===== src/rtl/mult_arbiter.sv =====
// rtl/mult_arbiter.sv - round-robin arbiter sequencing a shift-add multiplier datapath for 4 requesters
module mult_arbiter (
    input  logic        clk,
    input  logic        rst_n,
    input  logic [3:0]  req,
    input  logic [63:0] opa,
    input  logic [63:0] opb,
    output logic [3:0]  gnt,
    output logic [3:0]  ack,
    output logic [15:0] result,
    output logic        busy,
    output logic        lda,
    output logic        ldb,
    output logic        ldp,
    output logic        clrp,
    output logic        decb,
    output logic [15:0] data,
    input  logic        eqz,
    input  logic [15:0] prod
);

    typedef enum logic [2:0] {IDLE, LDA, LDB, ADD, DONE} state_t;

    state_t     state;
    logic [1:0] ptr;
    logic [1:0] gidx;
    logic [1:0] pick;
    logic       found;
    logic [1:0] idx;

    function automatic logic [15:0] sel16(input logic [63:0] v, input logic [1:0] i);
        logic [15:0] r;
        case (i)
            2'd0:    r = v[15:0];
            2'd1:    r = v[31:16];
            2'd2:    r = v[47:32];
            default: r = v[63:48];
        endcase
        return r;
    endfunction

    // Search upward from ptr, wrapping modulo 4; first requester found wins.
    always_comb begin
        pick  = ptr;
        found = 1'b0;
        idx   = ptr;
        for (int i = 0; i < 4; i++) begin
            idx = ptr + 2'(i);
            if (!found && req[idx]) begin
                pick  = idx;
                found = 1'b1;
            end
        end
    end

    // Add/decrement strobes follow eqz within the same cycle so ADD runs B+1 cycles.
    assign ldp  = (state == ADD) && !eqz;
    assign decb = (state == ADD) && !eqz;
    assign busy = (state != IDLE);

    always_ff @(posedge clk or negedge rst_n) begin
        if (!rst_n) begin
            state  <= IDLE;
            ptr    <= 2'd0;
            gidx   <= 2'd0;
            gnt    <= 4'b0000;
            ack    <= 4'b0000;
            result <= 16'h0000;
            lda    <= 1'b0;
            ldb    <= 1'b0;
            clrp   <= 1'b0;
            data   <= 16'h0000;
        end else begin
            lda  <= 1'b0;
            ldb  <= 1'b0;
            clrp <= 1'b0;
            data <= 16'h0000;
            ack  <= 4'b0000;
            case (state)
                IDLE: begin
                    if (found) begin
                        gidx  <= pick;
                        gnt   <= 4'b0001 << pick;
                        lda   <= 1'b1;
                        data  <= sel16(opa, pick);
                        state <= LDA;
                    end
                end
                LDA: begin
                    ldb   <= 1'b1;
                    clrp  <= 1'b1;
                    data  <= sel16(opb, gidx);
                    state <= LDB;
                end
                LDB: begin
                    state <= ADD;
                end
                ADD: begin
                    if (eqz) begin
                        result <= prod;
                        ack    <= gnt;
                        state  <= DONE;
                    end
                end
                DONE: begin
                    gnt   <= 4'b0000;
                    ptr   <= gidx + 2'd1;
                    state <= IDLE;
                end
                default: begin
                    state <= IDLE;
                end
            endcase
        end
    end

endmodule


===== config.mk =====
export PLATFORM = sky130hd
export DESIGN_NAME = mult_arbiter
export DESIGN_NICKNAME = d
export VERILOG_FILES = /design/src/rtl/mult_arbiter.sv
export SDC_FILE = /design/constraint.sdc
export NUM_CORES = 1
export LEC_CHECK = 0
export CAP_MARGIN = 20
export CELL_PAD_IN_SITES_DETAIL_PLACEMENT = 2
export CELL_PAD_IN_SITES_GLOBAL_PLACEMENT = 2
export CORE_ASPECT_RATIO = 1.5
export CORE_UTILIZATION = 21
export DETAILED_ROUTE_END_ITERATION = 10
export GPL_TIMING_DRIVEN = 1
export PLACE_DENSITY = 0.93
export SLEW_MARGIN = 20
export SYNTH_ARGS = -nofsm -noshare
export SYNTH_HDL_FRONTEND = slang
export SYNTH_SLANG_ARGS = --single-unit

===== constraint.sdc =====
create_clock -name clk -period 3.3 [get_ports clk]
set_input_delay 0.33 -clock clk [delete_from_list [all_inputs] [get_ports clk]]
set_output_delay 0.33 -clock clk [all_outputs]
set_load 0.005 [all_outputs]

==> impl_metrics.yaml <==
floorplan:
  die_x_um: 102
  ioPinCount: 197
  die_height_um: 152
  rows: 54
  dieArea_mm2: 0.0156
  design.core.area_mm2: 0.0147
  initial_core_util_pct: 21.6
critical_path:
  critPathLaunchType: "flip-flop"
  r2r-end: "data[13]"
  criticalPathCategory: "reg -> reg"
  crit_cells: 4
  crit_path_start: "state[1]"
  worstRegToRegCells: 4
  reg2reg_from: "state[1]"
  path_cells: "or3b_1 -> a221oi_1 -> a221oi_1 -> a311oi_1"
  critPathBufInv: 0
  crit_fanout: 17
  crit_family: "compound AO/OA/AOI/OAI gates"
  cp-end-kind: "flip-flop"
  crit_required_ns: 3.49
  crit_path_frequent_cell: "a221oi_1"
  crit_end: "data[13]"
  cpMaxStageDelayCell: "or3b_1"
  arrival_ns: 2.67
  r2r_slack_ns: 0.83
  max_stage_delay_ns: 0.80
synth:
  avgSynthCellArea_um2: 8.89
  synth.distinct_cells: 44
  netlist_area_mm2: 0.00316
  ys_ff_latch: 49
  syn_nets: 511
  yosys_warnings: 0
  synthCells: 356
  synth_seq_area_share_pct: 38.8
sta:
  setup_viol: 0
  hold_viol_final: 0
  drv_slew: 0
  clock.fmax_ghz: 0.404
  fin_tns_setup_ns: 0
  fin_crit_sh_pct: 74.9
  setup_slack_ns: 0.827
  slew_headroom_pct: 33.2
  rsz0062_at_grt: "no"
  period_needed_ns: 2.47
  fin_skew_ns: 0.00336
  worst_slew_pin_slew_ns: 1.00
global_routing:
  grt_overflow_total: 0
  grt_antenna_before_repair: 0
  grt_max_degree: 30
  grt_first_pass_wirelength_mm: 21.8
  grt.total_usage_pct: 18.4
  grt_pass1_vias: 4127
cells_and_area:
  nets: 690
  final_util_pct: 36.7
  regArea_mm2: 0.00123
  antenna_cells: 0
  drive_gt1_share_pct: 7.09
  multiInputGateArea_mm2: 0.00159
  fillers: 1663
  final_cells: 732
  area_delta_synth_final_pct: 69.9
routing:
  wl_per_cell_um: 19.1
  drc: 0
  viasPerCell: 4.79
  vias: 3506
  finalWirelength_mm: 14.0
  drt_iter0_drc: 71
  ant_nets: 0
  firstDrtPassIters: 4
clock_tree:
  clk_pin_slew_worst_paths_ns: 0.07
  cts_root_buffer: "clkbuf_16"
  cts_buffer_depth: 2
  cts_sinks: 49
  post-cts-setup-buffers: 0
  cts.htree.levels: 2
  clock_latency_ns: 0.30
  cts_buffers: 5
  cts_hold_buf: 0
  cts_resized: 0
  cts_tree: "done"
status:
  run_status: "complete, no violations"
pwr:
  ir_drop_mv: 0.236
  post-layout-total-power_mw: 3.55
  leakage_nw: 2.24
  power.density_mw_per_mm2: 661
placed_design:
  dpl.cell_count: 724
  dpl.hpwl_mm: 11.4
  io_buffers: 196
  routabilityCongestion: 0.747
  place_ws_ns: 0.593
run:
  cap_viol_max_count: 0
hold_path:
  min_path_type: "in -> async"
-- worst min path at each step --
stage / end / slack, ns / cells past startpoint
2_1_floorplan: ack[0] / 0.03 / 0
3_3_place_gp: result[15] / 0.42 / 1
3_5_place_dp: result[12] / 0.42 / 1
4_1_cts: data[10] / 0.10 / 1
5_1_grt: result[12] / 0.14 / 1
6_report: result[12] / 0.07 / 1
-- logic make-up after synthesis --
group,synth area share (%)
compound gates,27.4
fa+ha+maj,1.58
buf+inv,11.0
flops,38.8
mux,5.10
simple gates,16.2
-- stage by stage --
step,hold WS (ns),cell area (um^2)
after floorplan,0.0344,3160
after detailed placement,0.422,5230
after global routing,0.137,5380
final,0.0732,5380
after global placement,0.415,5230
after CTS,0.102,5380
-- synth_stat cells --
library cell | count | area share (%)
a211o_1 | 1 | 0.28
a211oi_1 | 1 | 0.24
a21boi_0 | 1 | 0.24
a21oi_1 | 20 | 3.2
a21oi_2 | 1 | 0.28
a221oi_1 | 19 | 5.3
a221oi_2 | 11 | 5.2
a221oi_4 | 1 | 0.83
a22oi_1 | 16 | 3.8
a311oi_1 | 15 | 4.2
a31o_2 | 1 | 0.28
a31oi_1 | 1 | 0.20
and2_1 | 4 | 0.79
and2b_1 | 1 | 0.24
buf_2 | 5 | 0.79
buf_4 | 5 | 1.2
buf_6 | 5 | 1.8
buf_8 | 1 | 0.47
clkbuf_1 | 15 | 1.8
dfrtp_1 | 49 | 39
ha_1 | 4 | 1.6
inv_1 | 39 | 4.6
inv_2 | 3 | 0.36
mux2_2 | 1 | 0.36
mux2i_1 | 15 | 4.7
nand2_1 | 58 | 6.9
nand2b_1 | 1 | 0.20
nand3_1 | 5 | 0.79
nand3b_1 | 1 | 0.24
nor2_1 | 8 | 0.95
nor2_4 | 1 | 0.36
nor2b_1 | 4 | 0.79
nor3_1 | 19 | 3.0
nor3b_1 | 1 | 0.24
nor4_1 | 3 | 0.59
o211a_1 | 4 | 1.3
o211ai_1 | 1 | 0.24
o21a_1 | 1 | 0.24
o21ai_0 | 9 | 1.4
o311a_1 | 1 | 0.32
or2_2 | 1 | 0.20
or2_4 | 1 | 0.28
or3_4 | 1 | 0.36
or3b_1 | 1 | 0.28
-- final cells by class --
| class | instances | share of cell area, % |
|---|---|---|
| Clock inverter | 3 | 0.419 |
| Inverter | 42 | 2.93 |
| Tap cell | 196 | 4.56 |
| Clock buffer | 5 | 2.33 |
| Multi-Input combinational cell | 234 | 29.6 |
| Sequential cell | 49 | 22.8 |
| Timing Repair Buffer | 203 | 37.4 |
-- report_power, final --
group / switching, mW / leakage, nW / internal, mW
clock network: 0.249 / 0.0621 / 0.281
logic: 1.03 / 1.54 / 1.00
registers: 0.164 / 0.634 / 0.829
-- metal layers --
metal	global-route usage, %	part of all wire [%]	vias to the layer above
met2	36.5	57	146
met3	3.94	6.1	21
met1	17.8	35	1706
li1	-	-	1633
met5	0	0	-
met4	6.46	2.6	0
-- cell usage in the layout (no fill, tap or decap), types with 5 or more instances in the layout --
cell type        instances
a311oi_1                15
nor2_1                   8
a21oi_1                 20
mux2i_1                 15
o21ai_0                  9
clkbuf_16                5
nand2_1                 58
buf_4                    7
a221oi_2                11
a221oi_1                19
a22oi_1                 16
inv_1                   39
clkdlybuf4s50_1        195
nor3_1                  19
nand3_1                  5
dfrtp_1                 49
-- state kept, by name (all words and copies together), names as in the netlist --
register / count
data: 16
result: 16
ack: 4
gnt: 4
state: 3
gidx: 2
ptr: 2
clrp: 1
lda: 1
Note: power is estimated with default switching activity, not from simulation.
==> RTL change 1, RTL diff (same settings) <==
Encoding of `state_t`: now Gray code (3 bits for 5 states).
--- a/src/rtl/mult_arbiter.sv
+++ b/src/rtl/mult_arbiter.sv
@@ -21,3 +21,3 @@
 
-    typedef enum logic [2:0] {IDLE, LDA, LDB, ADD, DONE} state_t;
+    typedef enum logic [2:0] {IDLE = 3'b000, LDA = 3'b001, LDB = 3'b011, ADD = 3'b010, DONE = 3'b110} state_t;
 
Behaviour: no difference found for any inputs over 10 cycles, from zero or initial values and one cycle with rst_n low; not proved beyond that.
==> RTL change 1 against the original RTL <==
Design area decreased by 0.33%; worst setup slack lost 150 ps; total power up 5.3%; sequential cell count stayed put; area after synthesis is 2.8% lower; routed wire length grew 2.8%; synthesized cell count down 12%; highest routed layer unchanged.
==> RTL change 1: results (changes against the original RTL) <==
metric;value;unit;change
Post-Layout Cell Count;692;;was 732
synth top area cells;dfrtp_1 (40%), mux2_2 (6.2%), a221oi_1 (6.0%);;was dfrtp_1 (39%), nand2_1 (6.9%), a221oi_1 (5.3%)
CP max FO;15;;was 17
fin nets;654;;was 690
M1 GR Usage;18.1;%;was 17.8%
outcome;finished, final reports clean;;unchanged
cell family with most CP delay;simple AND/OR/NAND/NOR gates;;was compound AO/OA/AOI/OAI gates
vias in the first global route;3904;;was 4,127
WL met3;664;um;was 850 um
critical path launch point;req[3];;was state[1]$_DFFE_PN0P_
sequential area share after synthesis;39.9;%;was 38.8%
syn nets;469;;was 511
DR iter-0 viols;71;;unchanged
Reg-to-Reg End;data[1]$_DFF_PN0_;;was data[13]$_DFF_PN0_
final worst slack;680;ps;was 827 ps
Leakage;0.00212;uW;was 0.00224 uW
Worst R2R Setup Slack;710;ps;was 830 ps
synth cell count leaders;dfrtp_1 (49), inv_1 (41), a221oi_1 (21);;was nand2_1 (58), dfrtp_1 (49), inv_1 (39)
Final non-clock buffer share;37.8;%;was 37.4%
Vias;3396;;was 3,506
Placed Instances;684;;was 724
pin count of the biggest net entering global routing;34;;was 30
gpl congestion;0.740;;was 0.747
GR met3 Demand/Resource;3.30;%;was 3.94%
Worst EP arrival;2800;ps;was 2670 ps
multi-input gate area in the final layout;0.00154;mm^2;was 0.00159 mm^2
Slew HR;34.8;%;was 33.2%
Clock Skew;4.02;ps;was 3.36 ps
wire length on met1;4750;um;was 4820 um
R2R depth;6;;was 4
Filler cells;1542;;was 1,663
maximum vdd drop;233;uV;was 236 uV
CP max stage cell;nor2_2;;was or3b_1
met2 WL;8410;um;was 7920 um
number of signal-net buffers in the layout;205;;was 203
Post-Place Setup Slack;324;ps;was 593 ps
layout cell share with drive strength beyond 1;10.4;%;was 7.09%
clock network area share;3.20;%;was 2.75%
Comb power frac;56.8;%;was 57.1%
first-pass GRT wire length;21700;um;was 21,800 um
n_diodes;0;;unchanged
number of multi-input logic gates;196;;was 234
All-Layer GR Usage;19.3;%;was 18.4%
Detailed Place HPWL;11800;um;was 11,400 um
Tot Pwr;3740;uW;was 3550 uW
RR Startpoint;gidx[0]$_DFFE_PN0P_;;was state[1]$_DFFE_PN0P_
met2 Use GR;39.4;%;was 36.5%
RTL change 1: changes by cell type after synthesis, sizes merged, moves of 2 or more:
| cell | before | now |
|---|---|---|
| o211a | 4 | 0 |
| nor4bb | 0 | 2 |
| clkbuf | 15 | 7 |
| mux2 | 1 | 17 |
| buf | 16 | 20 |
| or2 | 2 | 0 |
| nor4 | 3 | 1 |
| nand2 | 58 | 9 |
RTL change 1: cell families after synthesis:
| kind of cell | after synthesis | share of synthesized area, % |
|---|---|---|
| muxes | 32 | 11.1 |
| adders and majority gates | 4 | 1.63 |
| and+or+nand+nor | 61 | 10.7 |
| AOI/OAI and AO/OA | 99 | 26.0 |
| DFF | 49 | 39.9 |
| buffers and inverters | 69 | 10.6 |
RTL change 1: metrics by stage:
step | hold WS, ps | cell area [um^2]
final | 110 | 5360
after global routing | 158 | 5360
after CTS | 135 | 5360
after detailed placement | 456 | 5190
after global placement | 446 | 5190
after floorplan | 34.4 | 3070
==> RTL change 2, RTL diff (config.mk and constraints unchanged) <==
Without the edit above. Make the reset (`rst_n`) synchronous in one clocked block.
--- a/src/rtl/mult_arbiter.sv
+++ b/src/rtl/mult_arbiter.sv
@@ -60,3 +60,3 @@
 
-    always_ff @(posedge clk or negedge rst_n) begin
+    always_ff @(posedge clk) begin
         if (!rst_n) begin
Function: differs if rst_n is asserted again (counterexample within 4 cycles, from zero or initial values and one cycle with rst_n low); with rst_n held inactive, the same outputs for 10 cycles.
==> RTL change 2 against the original RTL <==
Register-to-register slack gained 190 ps; utilization grew 2.8 points; design area shrank 7.1%; worst hold slack gained 390 ps; sequential cell count is the same; routed wire length shrank 2.6%; worst setup slack gained 56 ps; die area shrank 13%; area after synthesis shrank 13%; critical endpoint is now data[7]$_SDFF_PN0_; highest routed layer unchanged.
Power is not compared: it rests on default switching activity, and its combinational part moved more than twofold at a synthesized area within 25%.
==> RTL change 2: results (changes against the original RTL) <==
metric;value;unit;change
placed cell areas;0.00480;mm^2;was 0.00523 mm^2
synth top area cells;dfxtp_1 (36%), a21oi_1 (6.9%), a222oi_1 (5.8%);;was dfrtp_1 (39%), nand2_1 (6.9%), a221oi_1 (5.3%)
fin nets;672;;was 690
sequential cell count;49;;unchanged
final period utilization;73.3;%;was 74.9%
Seq area share;19.6;%;was 22.8%
Final non-clock buffer share;40.4;%;was 37.4%
Reg area;981;um^2;was 0.00123 mm^2
gpl congestion;0.847;;was 0.747
Post-Place Setup Slack;644;ps;was 593 ps
CP max FO;18;;was 17
critical path launch point;req[2];;was state[1]$_DFFE_PN0P_
RR Startpoint;ptr[1]$_SDFFE_PN0P_;;was state[1]$_DFFE_PN0P_
Layout Utilization;39.5;%;was 36.7%
Inverters;22;;was 42
Worst Hold Class;register to register;;was input pin to async pin
outcome;finished, final reports clean;;unchanged
vias in the first global route;4043;;was 4,127
pin count of the biggest net entering global routing;33;;was 30
Clock Skew;5.63;ps;was 3.36 ps
synth cell count leaders;dfxtp_1 (49), a21oi_1 (38), nand2_1 (37);;was nand2_1 (58), dfrtp_1 (49), inv_1 (39)
multi-input combinational area share;30.6;%;was 29.6%
DR iter-0 viols;103;;was 71
Synth Area in Compound Gates;36.1;%;was 27.4%
Synth cell types;42;;was 44
[RTL change 2: cell types whose count changed after synthesis, moves of 18 or more]
cell and change:
a21oi_1 +18, a221oi_1 -19, dfrtp_1 -49, dfxtp_1 +49, inv_1 -18, nand2_1 -21, nor2_1 +18, nor3_1 -18
[RTL change 2: routing by layer]
layer  track usage, %  wire (um)  vias to the layer above
li1                 -          -                     1622
met1             18.7       4490                     1627
met2             40.2       7670                      164
met3             4.22        807                       32
met4             10.3        629                        0
met5                0          0                        -
[RTL change 2: through the flow]
stage	cells	hold WS [ps]
after floorplan	338	440
after global placement	666	442
after detailed placement	666	457
after CTS	674	466
after global routing	674	485
final	674	462
[RTL change 2: worst reg2reg max path, stage by stage (launching register included)]
cell and delay (ps):
dfxtp_1 590, and3b_1 230, a2111o_1 130, nand2_1 390, a211oi_1 580, o22ai_1 190
